File: src/rtl/pwm_multi_gen_if.sv
// pwm_multi_gen_if: control/config and output bundle of the multi-channel PWM generator.
// Latency: none; this is wiring only. The controller drives en/cfg_*, and the generator drives pwm/period_tick/cfg_pending.
// Backpressure: none; cfg_load is a fire-and-forget strobe.
interface pwm_multi_gen_if #(
    parameter int CH = 4,
    parameter int CW = 8,
    parameter int PW = 6
);
    logic              en;
    logic              cfg_load;
    logic [PW-1:0]     cfg_presc;
    logic [CW-1:0]     cfg_period;
    logic [CH*CW-1:0]  cfg_duty;
    logic [CH-1:0]     pwm;
    logic              period_tick;
    logic              cfg_pending;

    modport master (
        output en, cfg_load, cfg_presc, cfg_period, cfg_duty,
        input  pwm, period_tick, cfg_pending
    );

    modport slave (
        input  en, cfg_load, cfg_presc, cfg_period, cfg_duty,
        output pwm, period_tick, cfg_pending
    );
endinterface

File: src/rtl/pwm_multi_gen.sv
// pwm_multi_gen: prescaled shared period counter driving CH duty comparators.
//   Period, prescale and duty are double-buffered and change only at a period boundary.
// Latency: pwm is registered 1 cycle after the cnt value it compares. period_tick is combinational from the registers.
// Backpressure: none. A load while running parks in the shadow set, and the last load before the boundary wins.
// Ports: clk_i, rst_ni (async, active low); bus.slave carries en, cfg_load, cfg_presc,
//        cfg_period, cfg_duty (in) and pwm, period_tick, cfg_pending (out).
module pwm_multi_gen #(
    parameter int CH         = 4,
    parameter int CW         = 8,
    parameter int PW         = 6,
    parameter int PRESC_RST  = 39,
    parameter int PERIOD_RST = 0
) (
    input  logic           clk_i,
    input  logic           rst_ni,
    pwm_multi_gen_if.slave bus
);
    localparam logic [PW-1:0] PRESC_INIT  = PW'(PRESC_RST);
    localparam logic [CW-1:0] PERIOD_INIT = CW'(PERIOD_RST);

    typedef logic [CH-1:0][CW-1:0] duty_t;

    // Active set (drives the outputs now) and shadow set (waits for a boundary)
    logic [PW-1:0] presc_a_q, presc_a_d, presc_s_q, presc_s_d;
    logic [CW-1:0] period_a_q, period_a_d, period_s_q, period_s_d;
    duty_t         duty_a_q, duty_a_d, duty_s_q, duty_s_d;

    logic [PW-1:0] pc_q, pc_d;
    logic [CW-1:0] cnt_q, cnt_d;
    logic [CH-1:0] pwm_q, pwm_d;
    logic          pend_q, pend_d;

    logic          step;
    logic          tick;

    assign step = bus.en && (pc_q == presc_a_q);
    assign tick = step && (cnt_q == period_a_q);

    // Keep the tick quiet while reset is held, even if the reset presc happens to match pc.
    assign bus.period_tick = tick && rst_ni;
    assign bus.pwm         = pwm_q;
    assign bus.cfg_pending = pend_q;

    always_comb begin
        presc_a_d  = presc_a_q;
        period_a_d = period_a_q;
        duty_a_d   = duty_a_q;
        presc_s_d  = presc_s_q;
        period_s_d = period_s_q;
        duty_s_d   = duty_s_q;
        pend_d     = pend_q;
        pc_d       = pc_q;
        cnt_d      = cnt_q;
        pwm_d      = '0;

        // Prescaler and period counter
        if (!bus.en) begin
            pc_d  = '0;
            cnt_d = '0;
        end else if (step) begin
            pc_d  = '0;
            cnt_d = tick ? '0 : cnt_q + CW'(1);
        end else begin
            pc_d  = pc_q + PW'(1);
        end

        // Configuration. A direct write is used when idle or exactly at the boundary.
        // Otherwise the write parks in the shadow until the next wrap.
        if (bus.cfg_load && !bus.en) begin
            presc_a_d  = bus.cfg_presc;
            period_a_d = bus.cfg_period;
            duty_a_d   = duty_t'(bus.cfg_duty);
        end else if (bus.cfg_load && tick) begin
            presc_a_d  = bus.cfg_presc;
            period_a_d = bus.cfg_period;
            duty_a_d   = duty_t'(bus.cfg_duty);
            pend_d     = 1'b0;
        end else if (bus.cfg_load) begin
            presc_s_d  = bus.cfg_presc;
            period_s_d = bus.cfg_period;
            duty_s_d   = duty_t'(bus.cfg_duty);
            pend_d     = 1'b1;
        end else if (tick && pend_q) begin
            presc_a_d  = presc_s_q;
            period_a_d = period_s_q;
            duty_a_d   = duty_s_q;
            pend_d     = 1'b0;
        end

        // duty 0 never matches (always low). duty > period always matches (always high).
        for (int i = 0; i < CH; i++) begin
            pwm_d[i] = bus.en && (cnt_q < duty_a_q[i]);
        end
    end

    always_ff @(posedge clk_i or negedge rst_ni) begin
        if (!rst_ni) begin
            presc_a_q  <= PRESC_INIT;
            presc_s_q  <= PRESC_INIT;
            period_a_q <= PERIOD_INIT;
            period_s_q <= PERIOD_INIT;
            duty_a_q   <= '0;
            duty_s_q   <= '0;
            pend_q     <= 1'b0;
            pc_q       <= '0;
            cnt_q      <= '0;
            pwm_q      <= '0;
        end else begin
            presc_a_q  <= presc_a_d;
            presc_s_q  <= presc_s_d;
            period_a_q <= period_a_d;
            period_s_q <= period_s_d;
            duty_a_q   <= duty_a_d;
            duty_s_q   <= duty_s_d;
            pend_q     <= pend_d;
            pc_q       <= pc_d;
            cnt_q      <= cnt_d;
            pwm_q      <= pwm_d;
        end
    end
endmodule

File: src/flat_wrapper.sv
// flat-port wrapper written by rule: the top's interface ports become plain ports
module pwm_multi_gen_flat 
#(
    parameter int CH         = 4,
    parameter int CW         = 8,
    parameter int PW         = 6,
    parameter int PRESC_RST  = 39,
    parameter int PERIOD_RST = 0
)
  (clk_i, rst_ni, bus_en, bus_cfg_load, bus_cfg_presc, bus_cfg_period, bus_cfg_duty, bus_pwm, bus_period_tick, bus_cfg_pending);
  pwm_multi_gen_if #(.CH(CH), .CW(CW), .PW(PW)) bus_i ();
  input  logic clk_i;
  input  logic rst_ni;
  input wire logic [$bits(bus_i.en)-1:0] bus_en;
  input wire logic [$bits(bus_i.cfg_load)-1:0] bus_cfg_load;
  input wire logic [$bits(bus_i.cfg_presc)-1:0] bus_cfg_presc;
  input wire logic [$bits(bus_i.cfg_period)-1:0] bus_cfg_period;
  input wire logic [$bits(bus_i.cfg_duty)-1:0] bus_cfg_duty;
  output wire logic [$bits(bus_i.pwm)-1:0] bus_pwm;
  output wire logic [$bits(bus_i.period_tick)-1:0] bus_period_tick;
  output wire logic [$bits(bus_i.cfg_pending)-1:0] bus_cfg_pending;
  assign bus_i.en = bus_en;
  assign bus_i.cfg_load = bus_cfg_load;
  assign bus_i.cfg_presc = bus_cfg_presc;
  assign bus_i.cfg_period = bus_cfg_period;
  assign bus_i.cfg_duty = bus_cfg_duty;
  assign bus_pwm = bus_i.pwm;
  assign bus_period_tick = bus_i.period_tick;
  assign bus_cfg_pending = bus_i.cfg_pending;
  pwm_multi_gen #(.CH(CH), .CW(CW), .PW(PW), .PRESC_RST(PRESC_RST), .PERIOD_RST(PERIOD_RST)) u_core (.clk_i(clk_i), .rst_ni(rst_ni), .bus(bus_i));
endmodule
File: config.mk
export PLATFORM = sky130hd
export DESIGN_NAME = pwm_multi_gen_flat
export DESIGN_NICKNAME = d
export VERILOG_FILES = /design/src/rtl/pwm_multi_gen_if.sv /design/src/rtl/pwm_multi_gen.sv /design/src/flat_wrapper.sv
export SDC_FILE = /design/constraint.sdc
export NUM_CORES = 1
export LEC_CHECK = 0
export CAP_MARGIN = 30
export CORE_MARGIN = 2
export CORE_UTILIZATION = 45
export DETAILED_ROUTE_END_ITERATION = 8
export PLACE_DENSITY = 0.65
export SETUP_SLACK_MARGIN = 0.2
export SLEW_MARGIN = 10
export SYNTH_ARGS = -nofsm -noshare
export SYNTH_HDL_FRONTEND = slang
export SYNTH_SLANG_ARGS = --single-unit
File: constraint.sdc
create_clock -name clk_i -period 2.5 [get_ports clk_i]
set_input_delay 0.625 -clock clk_i [delete_from_list [all_inputs] [get_ports clk_i]]
set_output_delay 0.625 -clock clk_i [all_outputs]
set_load 0.01 [all_outputs]
==> key figures <==
Finish
  – Nets: 661
  – Most frequent cells in the layout: dfrtp_1, nand2_1, clkdlybuf4s50_1
  – Seq. cell area: 2790 µm²
  – Antenna cells: 0
  – Multi-input gate area: around 2800 µm²
  – Commonest non-fill, non-tap cell in the layout: dfrtp_1
  – Layout cell share with drive strength beyond 1: 26.2%
  – Final non-filler cell total: about 760
  – Finished Cell Area: 7260 µm²
  – # fillers: around 1,100
  – Area grow syn2layout: 25.5%

Placed design
  – Dpl ws: -0.198 ns
  – Post-Place Cells: roughly 730
  – IO Port Bufs: 55
  – GP Congestion: about 0.78
  – Detail Placement HPWL: between 7 and 8 mm
  – Placed cell areas: approximately 6600 µm²

Routing
  – Post-DRT Antenna Nets: 0
  – DRC: 0
  – DR WL/cell: ~17 µm
  – Pre-antenna DRT Iters: 4
  – Vias: 3,854
  – Post-Route WL: 13.0 mm
  – Number of vias per cell: a little over 5
  – Initial DRC count: between 150 and 200

Synthesis
  – Avg Inst Size Synth: roughly 12 µm²
  – Ys flop type: dfrtp_1
  – Yosys top cell by area: dfrtp_1
  – Cells after Synth: roughly 500
  – Share of the synthesized area in the top cell type: between 40 and 50%
  – Cell Area, Synth: about 5800 µm²
  – EDFF count, synth: 0
  – Share of the yosys chip area belonging to registers: 48.2%
  – Synth top area cells: dfrtp_1, mux2i_1, ha_1
  – Post-synth ARST share: 100%
  – Netlist cell types: 36
  – Flops & latches, synth: ~110
  – Post-synth net total: a little under 600
  – Yosys warns: 0

Timing
  – Worst slew pin tran: ~0.58 ns
  – Slew Viols, Final: 0
  – Setup TNS: 0 ns
  – Final setup margin: between 0.1 and 0.15 ns
  – Final hold violations: 0
  – Slew HR: 61.2%
  – Post-route minimum period: 2.39 ns
  – RSZ-0062 raised after global routing: yes
  – Fmax: 418 MHz
  – Crit share post-route: between 90% and 100%
  – Clock Skews: roughly 0.010 ns
  – Final setup viols: 0

Die
  – Die area: roughly 14,000 µm²
  – Top Ports: 56
  – Die Ht: roughly 120 µm
  – Core area: 12,600 µm²
  – Std cell rows: 41
  – Starting density of the core: between 40% and 50%
  – Die W: between 100 and 150 µm

Power
  – Net Switching: about 1.1 mW
  – Sequential share of power: between 40% and 50%
  – Worst vdd ir: around 0.42 mV
  – Static Leak: 3.23 nW
  – PwrDens: slightly above 600 nW/µm²
  – Combinational share of power: about a fifth
  – Clock network power share: 32.1%
  – Tot Pwr: approximately 4.5 mW
  – Switching share of total power: between 20% and 30%
  – Power Internal: 3.33 mW

Worst setup path
  – FF-to-FF Start: u_core.cnt_q[5]
  – Worst path arrival time: roughly 1.8 ns
  – Worst-path fanout max: 2
  – CP max-delay cell: dfstp_2
  – Critical path class: flop to primary output
  – Cell family with most CP delay: simple AND/OR/NAND/NOR gates
  – Critical path, cell by cell: xnor2_1, nand4_2, nor2_2, nand2_2, nor2_4, and2_4, buf_6
  – CP Launch Point: u_core.presc_a_q[1]
  – CP peak stage delay: 0.54 ns
  – Crit end category: primary output
  – Worst setup SP type: flop
  – Crit path required time: between 1.5 and 2 ns
  – Worst path bufs/invs: 1

Clocking
  – Clk root buf: clkbuf_16
  – Clk slew on worst S/H paths: around 0.070 ns
  – TritonCTS Buffers: 9
  – Max Root-Sink Buffers: 2
  – Hold Buf Count CTS: 0
  – Clock sinks: approximately 110
  – Clk Latency, worst-skew pair: roughly 0.35 ns
  – H-tree depth: 3
  – CTS tree: done

Global route
  – Vias in the first global route: around 4,000
  – Total global routing overflow: 0
  – Initial antenna violation count: 0
  – Largest net degree at the start of global routing: 112
  – First-pass GRT wire length: 20.1 mm
  – Tot GR Track Use: between 10% and 20%

Run status
  – Outcome: completed

Job
  – Max-Cap Viols: 0

Min path
  – Hold Crit Class: input pin to async pin
==> flip-flops by register name (all words and copies together) (netlist names) <==
name and count:
u_core.duty_a_q 32, u_core.duty_s_q 32, u_core.cnt_q 8, u_core.period_a_q 8
u_core.period_s_q 8, u_core.pc_q 6, u_core.presc_a_q 6, u_core.presc_s_q 6
u_core.bus.pwm 4, u_core.bus.cfg_pending 1
==> stage by stage <==
step / utilization (%) / hold WS (ns)
final: 57.8 / 0.413
after floorplan: - / 0.329
after global placement: 52.8 / 0.474
after detailed placement: 52.8 / 0.481
after CTS: 55.3 / 0.435
after global routing: 57.8 / 0.449
==> cell type report <==
cell class                      instances  share of cell area [%]
Sequential cell                       111                    38.4
Tap cell                              172                    2.96
Multi-Input combinational cell        327                    38.2
Inverter                               38                    1.96
Timing Repair Buffer                   94                    14.6
Clock buffer                           12                    3.53
Clock inverter                          1                   0.414
==> power by group through the flow <==
stage          logic [mW]  clock network (mW)  registers (mW)
6_report            0.856                1.44            2.18
4_1_cts             0.771                1.47            2.17
3_3_place_gp        0.731                   0            2.19
2_1_floorplan       0.482                   0            2.17
5_1_grt             0.950                1.55            2.20
3_5_place_dp        0.762                   0            2.20
==> worst paths after layout <==
path / end / slack (ns) / cells after the start
max in group asynchronous: u_core.duty_s_q[20] / 1.66 / 2
max: bus_period_tick / 0.11 / 7
min in group clk_i: u_core.duty_s_q[28] / 0.49 / 1
min reg2reg: u_core.duty_s_q[28] / 0.49 / 1
min: u_core.duty_a_q[4] / 0.41 / 2
max reg2reg: u_core.period_s_q[7] / 0.14 / 8
==> worst reg2reg max path: stages, from the launching register on <==
cell and delay (ns):
dfrtp_1 0.41, xnor2_1 0.18, nand4_1 0.17, or2_4 0.30, buf_4 0.16, o311ai_4 0.30, buf_6 0.20, clkbuf_16 0.18
mux2_2 0.33
==> kinds of logic after synthesis <==
kind of cell / Yosys count / synth area share, %
AOI/OAI and AO/OA: 84 / 11.1
xor gates and xnor gates: 20 / 3.03
adders and majority gates: 30 / 6.49
buffers and inverters: 61 / 6.14
DFF: 111 / 48.2
muxes: 93 / 17.1
and+or+nand+nor: 100 / 8.02
==> synth_stat cells (3+ instances only) <==
library cell	instances
nor3b_1	3
buf_2	7
xnor2_1	18
mux2_2	17
dfstp_2	8
mux2_1	29
a21o_1	11
buf_6	4
and3_1	3
o21ai_2	40
buf_12	4
dfrtp_1	103
o22ai_1	3
ha_1	30
nand2b_1	4
inv_1	38
nand3_1	5
a211oi_1	4
o211ai_1	4
nand2_1	55
o21ai_0	13
nor2_1	18
buf_4	6
o21ai_1	6
mux2i_1	47
nor2b_1	5
==> routing by layer <==
layer | GRT usage (%) | wire, µm | vias up
met3 | 4.82 | 537 | 12
li1 | - | - | 1886
met5 | 0 | 0 | -
met4 | 4.37 | 138 | 0
met1 | 24.4 | 6060 | 1891
met2 | 29.8 | 6220 | 65
==> timing repair <==
action	in CTS	in global routing
buffers inserted	0	7
endpoints found under the hold margin	0	0
setup endpoints to repair	4	91
cloned	0	6
gates resized for setup	12	36
pin swaps	4	9
Note: power is estimated with default switching activity, not from simulation.
